--- src/rtl/object_slot_scheduler_pkg.sv ---
// ============================================================================
// Module      : object_slot_scheduler_pkg
// Description : Shared constants for the attack-object collider pool.
//               - Pool geometry: slot count, slot index width, destroy-timer
//                 width.
//               - Destroy-time encoding: a destroy time of TIME_PERMANENT
//                 marks a slot that never expires.
//               - Scheduler FSM state encoding.
//               The geometry and encoding are also consumed by the collider
//               runtime and the attack-object reader.
// Revision    : 1.0 - initial release
// ============================================================================
`default_nettype none

package object_slot_scheduler_pkg;

    // Pool geometry. Keep 2**OBJPOOL_IDX_W >= OBJPOOL_SLOT_COUNT.
    localparam int OBJPOOL_SLOT_COUNT = 30;
    localparam int OBJPOOL_IDX_W      = 5;
    localparam int OBJPOOL_TIME_W     = 8;

    // Destroy-time value that means "never expires".
    localparam int TIME_PERMANENT = 0;

    // Scheduler FSM states.
    localparam logic [0:0] c_st_run   = 1'b0;
    localparam logic [0:0] c_st_clear = 1'b1;

endpackage

`default_nettype wire

--- src/rtl/object_slot_scheduler_slot_rr_finder.sv ---
// ============================================================================
// Module      : slot_rr_finder
// Description : Combinational rotating-priority search for a free slot.
//               Finds the first index with slot_busy == 0, searching upward
//               from rr_ptr and wrapping from SLOT_COUNT-1 back to 0.
// Ports       : slot_busy - occupancy vector
//               rr_ptr    - search start index (always < SLOT_COUNT)
//               found     - at least one slot is free
//               index     - first free slot; equals rr_ptr when none is free
// Revision    : 1.0 - initial release
// ============================================================================
`default_nettype none

module slot_rr_finder
    import object_slot_scheduler_pkg::*;
#(
    parameter int SLOT_COUNT = OBJPOOL_SLOT_COUNT,
    parameter int IDX_W      = OBJPOOL_IDX_W
) (
    input  logic [SLOT_COUNT-1:0] slot_busy,
    input  logic [IDX_W-1:0]      rr_ptr,
    output logic                  found,
    output logic [IDX_W-1:0]      index
);

    localparam logic [IDX_W:0] c_slot_count = (IDX_W+1)'(SLOT_COUNT);

    // Walk the offsets from farthest to nearest so that the last free slot
    // written is the one closest to rr_ptr; no early-exit flag is needed.
    always_comb begin
        logic [IDX_W:0] w_cand;
        found  = |(~slot_busy);
        index  = rr_ptr;
        w_cand = '0;
        for (int k = SLOT_COUNT - 1; k >= 0; k--) begin
            w_cand = {1'b0, rr_ptr} + (IDX_W+1)'(k);
            if (w_cand >= c_slot_count) begin
                w_cand = w_cand - c_slot_count;
            end
            if (!slot_busy[w_cand[IDX_W-1:0]]) begin
                index = w_cand[IDX_W-1:0];
            end
        end
    end

endmodule

`default_nettype wire

--- src/rtl/object_slot_scheduler.sv ---
// ============================================================================
// Module      : object_slot_scheduler
// Description : Grants collider-pool slots to spawn requests, runs a per-slot
//               destroy countdown on the centi-second tick, and frees slots on
//               expiry, external release or stage clear.
// Ports       : clk, reset          - clock, synchronous active-high reset
//               clk_centi_second    - one-cycle tick every 10 ms
//               clear_all           - stage reset, frees every slot silently
//               spawn_valid         - spawn request
//               spawn_destroy_time  - lifetime in ticks (0 = permanent)
//               spawn_ready         - a slot can be granted this cycle
//               spawn_slot          - slot granted if the request fires
//               load_pulse          - one-hot, cycle after a grant
//               release_req         - per-slot kill request
//               slot_busy           - registered occupancy
//               free_pulse          - one-hot pulses on expiry/release frees
//               free_count          - registered number of free slots
// Revision    : 1.0 - initial release
// ============================================================================
`default_nettype none

module object_slot_scheduler
    import object_slot_scheduler_pkg::*;
#(
    parameter int SLOT_COUNT = OBJPOOL_SLOT_COUNT,
    parameter int IDX_W      = OBJPOOL_IDX_W,
    parameter int TIME_W     = OBJPOOL_TIME_W
) (
    input  logic                  clk,
    input  logic                  reset,
    input  logic                  clk_centi_second,
    input  logic                  clear_all,
    input  logic                  spawn_valid,
    input  logic [TIME_W-1:0]     spawn_destroy_time,
    output logic                  spawn_ready,
    output logic [IDX_W-1:0]      spawn_slot,
    output logic [SLOT_COUNT-1:0] load_pulse,
    input  logic [SLOT_COUNT-1:0] release_req,
    output logic [SLOT_COUNT-1:0] slot_busy,
    output logic [SLOT_COUNT-1:0] free_pulse,
    output logic [IDX_W:0]        free_count
);

    localparam logic [IDX_W:0]    c_slot_count = (IDX_W+1)'(SLOT_COUNT);
    localparam logic [IDX_W:0]    c_cnt_one    = (IDX_W+1)'(1);
    localparam logic [IDX_W-1:0]  c_last_slot  = IDX_W'(SLOT_COUNT - 1);
    localparam logic [IDX_W-1:0]  c_idx_one    = IDX_W'(1);
    localparam logic [TIME_W-1:0] c_time_perm  = TIME_W'(TIME_PERMANENT);
    localparam logic [TIME_W-1:0] c_time_one   = TIME_W'(1);

    logic [SLOT_COUNT-1:0] r_busy;
    logic [TIME_W-1:0]     r_timer [SLOT_COUNT];
    logic [IDX_W-1:0]      r_rr;
    logic [SLOT_COUNT-1:0] r_load;
    logic [SLOT_COUNT-1:0] r_free;
    logic [IDX_W:0]        r_free_count;
    logic [0:0]            r_state;

    logic                  w_found;
    logic [IDX_W-1:0]      w_cand;
    logic                  w_grant;
    logic [SLOT_COUNT-1:0] w_busy_nxt;
    logic [TIME_W-1:0]     w_timer_nxt [SLOT_COUNT];
    logic [IDX_W-1:0]      w_rr_nxt;
    logic [SLOT_COUNT-1:0] w_load_nxt;
    logic [SLOT_COUNT-1:0] w_free_nxt;
    logic [IDX_W:0]        w_free_count_nxt;
    logic [0:0]            w_state_nxt;

    slot_rr_finder #(
        .SLOT_COUNT (SLOT_COUNT),
        .IDX_W      (IDX_W)
    ) u_finder (
        .slot_busy (r_busy),
        .rr_ptr    (r_rr),
        .found     (w_found),
        .index     (w_cand)
    );

    // The cycle after a clear (CLEAR state) blocks grants so the requester
    // sees a clean, fully free pool before the first new spawn.
    assign spawn_ready = w_found && !clear_all && (r_state == c_st_run);
    assign spawn_slot  = w_cand;
    assign w_grant     = spawn_valid && spawn_ready;
    assign w_state_nxt = clear_all ? c_st_clear : c_st_run;

    always_comb begin
        w_busy_nxt  = r_busy;
        w_timer_nxt = r_timer;
        w_rr_nxt    = r_rr;
        w_load_nxt  = '0;
        w_free_nxt  = '0;
        if (clear_all) begin
            w_busy_nxt = '0;
            w_rr_nxt   = '0;
            for (int i = 0; i < SLOT_COUNT; i++) begin
                w_timer_nxt[i] = '0;
            end
        end else begin
            // Frees and countdowns look only at currently busy slots. The
            // granted slot is free right now, so it never overlaps with a
            // free or a decrement on the same edge.
            for (int i = 0; i < SLOT_COUNT; i++) begin
                if (r_busy[i]) begin
                    if (release_req[i] ||
                        (clk_centi_second && r_timer[i] == c_time_one)) begin
                        w_busy_nxt[i]  = 1'b0;
                        w_timer_nxt[i] = '0;
                        w_free_nxt[i]  = 1'b1;
                    end else if (clk_centi_second && r_timer[i] != c_time_perm) begin
                        w_timer_nxt[i] = r_timer[i] - c_time_one;
                    end
                end
            end
            if (w_grant) begin
                w_busy_nxt[w_cand]  = 1'b1;
                w_timer_nxt[w_cand] = spawn_destroy_time;
                w_load_nxt[w_cand]  = 1'b1;
                w_rr_nxt = (w_cand == c_last_slot) ? '0 : w_cand + c_idx_one;
            end
        end
    end

    always_comb begin
        w_free_count_nxt = '0;
        for (int i = 0; i < SLOT_COUNT; i++) begin
            if (!w_busy_nxt[i]) begin
                w_free_count_nxt = w_free_count_nxt + c_cnt_one;
            end
        end
    end

    always_ff @(posedge clk) begin
        if (reset) begin
            r_busy       <= '0;
            r_timer      <= '{default: '0};
            r_rr         <= '0;
            r_load       <= '0;
            r_free       <= '0;
            r_free_count <= c_slot_count;
            r_state      <= c_st_run;
        end else begin
            r_busy       <= w_busy_nxt;
            r_timer      <= w_timer_nxt;
            r_rr         <= w_rr_nxt;
            r_load       <= w_load_nxt;
            r_free       <= w_free_nxt;
            r_free_count <= w_free_count_nxt;
            r_state      <= w_state_nxt;
        end
    end

    assign slot_busy  = r_busy;
    assign load_pulse = r_load;
    assign free_pulse = r_free;
    assign free_count = r_free_count;

endmodule

`default_nettype wire

--- config.mk ---
export PLATFORM = sky130hd
export DESIGN_NAME = object_slot_scheduler
export DESIGN_NICKNAME = d
export VERILOG_FILES = /design/src/rtl/object_slot_scheduler_pkg.sv /design/src/rtl/object_slot_scheduler_slot_rr_finder.sv /design/src/rtl/object_slot_scheduler.sv
export SDC_FILE = /design/constraint.sdc
export NUM_CORES = 2
export LEC_CHECK = 0
export ABC_AREA = 0
export CORE_MARGIN = 2
export CORE_UTILIZATION = 42
export DETAILED_ROUTE_END_ITERATION = 16
export GPL_TIMING_DRIVEN = 0
export PLACE_DENSITY = 0.68
export SKIP_CTS_REPAIR_TIMING = 1
export SLEW_MARGIN = 20
export SYNTH_ARGS = -nofsm -noshare
export SYNTH_HDL_FRONTEND = slang
export SYNTH_SLANG_ARGS = --single-unit
--- constraint.sdc ---
create_clock -name clk -period 42.4 [get_ports clk]
set_input_delay 8.48 -clock clk [delete_from_list [all_inputs] [get_ports clk]]
set_output_delay 8.48 -clock clk [all_outputs]
set_load 0.02 [all_outputs]
# --- Word-level counts from Yosys, hierarchy flattened ---
# Index checks and enable logic that the tools add are counted.
# Widths: inputs -> output; s select.
op_classes:
  bitwise: 35
  shifts: 0
  mux: 400
  n_eq_ne: 31
  n_lt_le_gt_ge: 64
  n_addsub: 119
  div: 0
  reduce_logical: 159
  multipliers: 0
ops:
  columns: ["operator", "count"]
  rows:
  - ["$mux 8", 121]
  - ["$mux 5", 61]
  - ["$bwmux 240", 1]
  - ["$eq 8x1->1 const B", 30]
  - ["$mux 240", 1]
  - ["$reduce_bool 8->1", 30]
  - ["$sub 8x1->8 const B", 30]
  - ["$lt 5x6->1 const B", 31]
  - ["$add 6x1->6 const B", 29]
  - ["$ge 6x5->1 const B", 29]
  - ["$mux 6", 29]
  - ["$mux 1", 153]
  - ["$bmux 1 s5", 30]
  - ["$sub 5x5->5 const B", 30]
  - ["$reduce_or 3->1", 31]
  - ["$add 5x5->6 const B", 14]
  - ["$logic_and 1x1->1", 65]
  - ["$mux 30", 2]
  - ["$add 5x4->6 const B", 8]
  - ["$demux 8 s5", 1]
  - ["$not 1->1", 32]
  - ["$logic_or 1x1->1", 30]
  - ["$not 30->30", 1]
  - ["$or 30x30->30", 1]
  - ["other kinds (14)", 18]
totals:
  reg_bits: 342
  output_inout_bits: 102
  n_memories: 0
  latch_bits: 0
  rom_bits: 0
  ram_bits: 0
  input_bits: 43

# --- Longest topological paths before layout ---
depth:
  word_depth: 101
  mapped_depth: 131

# --- Hierarchy ---
# A second synthesis with hierarchy kept.
unflattened:
  cells_unflattened: 5212
  hier_area_um2: 38015.2
modules_own_cells:
  columns: ["module", "cells_each", "n_inst", "seq_area_each_um2", "area_each_um2"]
  rows:
  - ["object_slot_scheduler", 3196, 1, 6846.6, 24080.6]
  - ["slot_rr_finder", 2016, 1, 0.0, 13934.6]

# --- Worst setup path before layout ---
# Ideal clock, no wire load.
synth_path:
  path_kind: "in2reg"
  start: "input port clear_all"
  end: "register r_free_count[4], in the netlist free_count[4]"
  setup_ps: 117
  cell_stages: 90
  setup_slack_ps: 17965
  t_arrival_ps: 24318
  path_buffers: 3
  cell_sequence: "clkbuf_1 > a211oi_1 > and2_1 > nand2_1 > nor2_1 > clkbuf_1 > inv_1 > nand2_1 > nand2_1 > ha_1 > buf_1 > mux2i_1 > nand4_2 > a221oi_4 > xnor2_1 > a21oi_1 > ha_1 > o22ai_1 > (+54 left out) > xnor2_1 > nor3_1 > a311oi_1 > ha_1 > nor2_1 > a31oi_1 > ha_1 > mux2i_1 > inv_1 > ha_1 > nand2b_1 > or4b_2 > nand2_1 > mux2_2 > nor3b_1 > a211oi_1 > xnor2_1 > nand2b_1"
synth_between:
  elab_chain_cells: 65
synth_lines:
  columns: ["item", "line_no", "text"]
  rows:
  - ["start, declared", "object_slot_scheduler.sv:32", "input logic clear_all,"]
  - ["$logic_not 1->1 (*)", "object_slot_scheduler.sv:82", "assign spawn_ready = w_found && !clear_all && (r_state == c_st_run);"]
  - ["$logic_and 1x1->1 (*) (2 in a row)", "object_slot_scheduler.sv:82", null]
  - ["net spawn_ready", "object_slot_scheduler.sv:35", "output logic spawn_ready,"]
  - ["$logic_and 1x1->1 (*)", "object_slot_scheduler.sv:84", "assign w_grant = spawn_valid && spawn_ready;"]
  - ["$mux 30 (*)", "object_slot_scheduler.sv:115", "if (w_grant) begin"]
  - ["$mux 30 (*)", "object_slot_scheduler.sv:93", "if (clear_all) begin"]
  - ["$mux 1", "object_slot_scheduler.sv:127", "if (!w_busy_nxt[i]) begin"]
  - ["$add 6x1->6", "object_slot_scheduler.sv:128", "w_free_count_nxt = w_free_count_nxt + c_cnt_one;"]
  - ["(+49 left out)", null, null]
  - ["$add 6x1->6", "object_slot_scheduler.sv:128", null]
  - ["$mux 6", "object_slot_scheduler.sv:127", null]
  - ["$add 6x1->6", "object_slot_scheduler.sv:128", null]
  - ["$mux 6", "object_slot_scheduler.sv:127", null]
  - ["$add 6x1->6", "object_slot_scheduler.sv:128", null]
  - ["$mux 6", "object_slot_scheduler.sv:127", null]
  - ["$add 6x1->6", "object_slot_scheduler.sv:128", null]
  - ["$mux 6 (*)", "object_slot_scheduler.sv:127", null]
  - ["end signal, assigned", "object_slot_scheduler.sv:140", "r_free_count <= c_slot_count;"]
  - ["end signal, assigned", "object_slot_scheduler.sv:148", "r_free_count <= w_free_count_nxt;"]
  - ["end, declared", "object_slot_scheduler.sv:56", "logic [IDX_W:0] r_free_count;"]
# Mark *: on every way through the listed nets, which the timed path passes. The rest lies on a longest branch.
# A chain may end at the register's enable or synchronous reset.

# --- Final worst setup path ---
layout_path:
  start: "register r_rr[1]"
  end: "register r_free_count[4], in the netlist free_count[4]"
layout_between:
  elab_chain_cells: 101
  elab_cells_between_ends: 276
layout_lines:
  columns: ["item", "line_no", "text"]
  rows:
  - ["start, declared", "object_slot_scheduler.sv:53", "logic [IDX_W-1:0] r_rr;"]
  - ["start signal, assigned", "object_slot_scheduler.sv:145", "r_rr <= w_rr_nxt;"]
  - ["$add 5x5->6", "object_slot_scheduler_slot_rr_finder.sv:36", "w_cand = {1'b0, rr_ptr} + (IDX_W+1)'(k);"]
  - ["$sub 5x5->5 / $ge 6x5->1 (equally long branches)", "object_slot_scheduler_slot_rr_finder.sv:38, object_slot_scheduler_slot_rr_finder.sv:37", null]
  - ["$mux 5", "object_slot_scheduler_slot_rr_finder.sv:37", "if (w_cand >= c_slot_count) begin"]
  - ["$bmux 1 s5", "object_slot_scheduler_slot_rr_finder.sv:40", "if (!slot_busy[w_cand[IDX_W-1:0]]) begin"]
  - ["$mux 1 (not written as such)", "object_slot_scheduler_slot_rr_finder.sv:40", null]
  - ["$mux 5 (29 in a row)", "object_slot_scheduler_slot_rr_finder.sv:40", null]
  - ["$mux 5 (*)", "object_slot_scheduler_slot_rr_finder.sv:40", null]
  - ["$lt 5x6->1 (not written as such) / $ge 5x1->1 (equally long branches)", "object_slot_scheduler.sv:116", "w_busy_nxt[w_cand] = 1'b1;"]
  - ["(+57 left out)", null, null]
  - ["$add 6x1->6", "object_slot_scheduler.sv:128", null]
  - ["$mux 6", "object_slot_scheduler.sv:127", null]
  - ["$add 6x1->6", "object_slot_scheduler.sv:128", null]
  - ["$mux 6", "object_slot_scheduler.sv:127", null]
  - ["$add 6x1->6", "object_slot_scheduler.sv:128", null]
  - ["$mux 6", "object_slot_scheduler.sv:127", null]
  - ["$add 6x1->6", "object_slot_scheduler.sv:128", null]
  - ["$mux 6 (*)", "object_slot_scheduler.sv:127", null]
# Mark *: on every way between the ends. The rest lies on a longest branch, timed or not. The select of a mux whose other input is x is not followed.

==> key figures <==
Route
  • Number of remaining DRC errors: 0
  • Wire per inst: roughly 32 um
  • Antenna-violating nets left: 0
  • Total number of vias: about 43,000
  • DR iter-0 viols: 5,283
  • Vias per Instance: 6.69
  • Final wirelength: ~210 mm
  • Drt pass-1 iters: 6

Power and ir drop
  • Leak: about 15 nW
  • Peak VDD IR: 0.345 mV
  • Total power draw: 0.00208 W
  • Power Internal: around 0.0012 W
  • Switch Pwr: 0.000888 W
  • Part of the power in registers: 15.9%
  • Power per cell area: 50.0 nW/um2
  • Combinational Power Share: 68.5%
  • Clk pwr share: around 16%
  • Sw frac: 42.8%

Critical path
  • Critical R2R Launch: r_rr[1]
  • CP max stage delay: approximately 0.9 ns
  • Worst Path Required: 42.84 ns
  • Worst Reg-to-Reg Cells: 127
  • Crit-path slowest cell: o21ai_1
  • CP max FO: 14
  • Critical Path AT: 30.70 ns
  • Most used cell along the critical path: ha_1
  • Worst setup SP type: register
  • Worst reg2reg path endpoint: free_count[4]
  • Crit path kind: reg2reg
  • Setup crit end kind: register
  • Crit. Startpoint: r_rr[1]
  • Setup crit end: free_count[4]
  • R2R setup slack: around 12 ns

Flow run
  • Max Cap Viol: 0

Floorplan
  • Core ar.: about 88,000 um2
  • I/O pin cnt: 145
  • Die ar.: ~91,000 um2
  • Die height: 301 um
  • Initial Util: 42.2%
  • Die W: 301 um
  • Row cnt: ~110

Finish
  • Most used cells in the layout excluding fill and tap cells: 543 x nand2_1, 542 x nor2_1, 381 x a21oi_1
  • Commonest non-fill, non-tap cell in the layout: nand2_1
  • Synth-to-layout area growth: 11.7%
  • Layout cells sized above 1: 8.21%
  • Finished Cell Area: 41,500 um2
  • Nets: 5,424

Placed design
  • DP HPWL: 156 mm
  • Placed cell areas: slightly above 40,000 um2
  • IO Port Bufs: 133
  • Routability congestion estimate: roughly 1.1

Clocking
  • CTS tree: built
  • Clk slew on worst S/H paths: about 0.060 ns
  • CTS H-Tree Depth: 2
  • Inserted Clock Buffers: 35
  • # clock sinks: 342
  • CTS Root Cell: clkbuf_16
  • Clock tree buffer depth: 3
  • Worst skew pair latency: 0.56 ns

Synthesis
  • Post-synth EDFFs: 0
  • Post-Syn Nets: between 5,000 and 6,000
  • Top FF cell, synth: dfxtp_1
  • Post-synthesis mux area share: 10.3%
  • Sequential area share after synthesis: 18.4%
  • Largest family of logic cells by synthesized area: simple AND/OR/NAND/NOR gates
  • Yosys cell types: ~130
  • XOR/XNOR Fraction of Synth Area: between 10% and 20%
  • Syn Area/Cell: 7.32 um2
  • Post-synthesis async set-or-reset flop share: 0%
  • Simple-Gate Fraction of Synth Area: 26.6%
  • Synth Area in Adders: between 4 and 5%
  • Synth Area in Compound Gates: 25.0%
  • Mapped Area: roughly 37,000 um2
  • Synth Instances: 5,074
  • Yosys reg bits: 342
  • Ys Warns: 0

STA
  • Period utilization: 71.4%
  • Final count of negative-setup-slack endpoints: 0
  • Tmin final: ~30 ns
  • TNS Setup: 0 ns
  • Worst Skew: 0.0201 ns
  • RSZ-0062 raised after global routing: false
  • Endpoints failing hold: 0
  • Final Max Slew Viols: 0
  • Peak Freq: 33.0 MHz
  • Slew HR: 8.89%
  • Worst-margin pin slew: between 1 and 1.5 ns

Global routing
  • Largest net degree at the start of global routing: 17
  • Global Route Usage Sum: 44.0%
  • Vias in the first global route: 39,900
  • Total grt overflow: 0
  • Initial antenna violation count: 9
  • First-pass GRT wire length: 290 mm

Run status
  • Status: completed

Hold path
  • Worst hold path class: reg2reg
==> area by class of cell <==
type                    instances  area, um2
fillers                      8901      46500
multi-input cells            4256      28500
flip-flops and latches        342       6850
plain buffers                 347       1500
repair buffers                148       1490
well taps                    1165       1460
clock buffers                  52       1060
inverters                     129        484
clock inverters                10        106
diodes                          6       15.0
==> metal layers <==
layer | vias up | part of all wire, % | global-route usage [%]
met5 | - | 0.024 | 0
met4 | 6 | 9.8 | 35.3
met3 | 759 | 11 | 11.7
met2 | 2830 | 42 | 67.0
met1 | 20600 | 37 | 52.0
li1 | 19000 | - | -
==> worst max-delay path, delay by kind of cell, from the launching register on <==
kind                     cells  cell delay [ns]
AO/OA/AOI/OAI               44            10.87
flip-flops                   1             0.61
adder cells (fa/ha/maj)     17             5.21
multiplexers                 8             1.73
XOR/XNOR                    13             2.20
AND/OR/NAND/NOR             25             3.68
buffers and inverters       20             5.73
==> kinds of logic (layout without fill, tap and decap cells) <==
family / after synthesis / in the layout
and+or+nand+nor: 2055 / 2055
muxes: 338 / 338
buffers and inverters: 476 / 686
AOI/OAI and AO/OA: 1345 / 1345
DFF: 342 / 342
xor gates and xnor gates: 395 / 395
other: 0 / 6
adders and majority gates: 123 / 123
==> stage by stage <==
stage / std cells / setup slack (ns) / utilization [%] / hold slack, ns
after floorplan: 5074 / 17.96 / - / 0.517
after global placement: 6372 / 11.10 / 45.4 / 0.539
after detailed placement: 6386 / 13.37 / 45.8 / 0.560
after CTS: 6448 / 13.25 / 47.1 / 0.575
after global routing: 6450 / 10.68 / 47.2 / 0.592
final: 6455 / 12.14 / 47.2 / 0.571
==> cell usage after synthesis (117+ instances only) <==
cell / n / area (um2)
dfxtp_1: 342 / 6850
nor2_1: 544 / 2040
inv_1: 117 / 439
clkbuf_1: 224 / 841
nand3_1: 139 / 696
ha_1: 122 / 1530
nand2_1: 543 / 2040
nor3_1: 275 / 1380
mux2i_1: 248 / 2480
xnor2_1: 248 / 2170
o21ai_0: 201 / 1010
a21oi_1: 382 / 1910
==> state kept, by name (all words and copies together), names as in the netlist <==
| register | flops |
|---|---|
| slot_busy | 30 |
| load_pulse | 30 |
| r_state | 1 |
| free_pulse | 30 |
| r_timer | 240 |
| free_count | 6 |
| r_rr | 5 |
==> worst min path at each step <==
stage,cells past startpoint,from,endpoint
2_1_floorplan,2,r_timer[141],r_timer[141]
3_3_place_gp,2,r_timer[142],r_timer[142]
3_5_place_dp,2,r_timer[17],r_timer[17]
4_1_cts,2,r_timer[142],r_timer[142]
5_1_grt,2,r_timer[142],r_timer[142]
6_report,2,r_timer[142],r_timer[142]
==> power by group through the flow <==
stage	sequential, W	clock [W]	combinational, W
detailed placement	0.000338	0	0.00140
finish	0.000331	0.000323	0.00142
global placement	0.000338	0	0.00139
global route	0.000331	0.000338	0.00156
floorplan	0.000340	0	0.00119
CTS	0.000331	0.000325	0.00142
No activity file was read; power rests on OpenSTA's default activity.
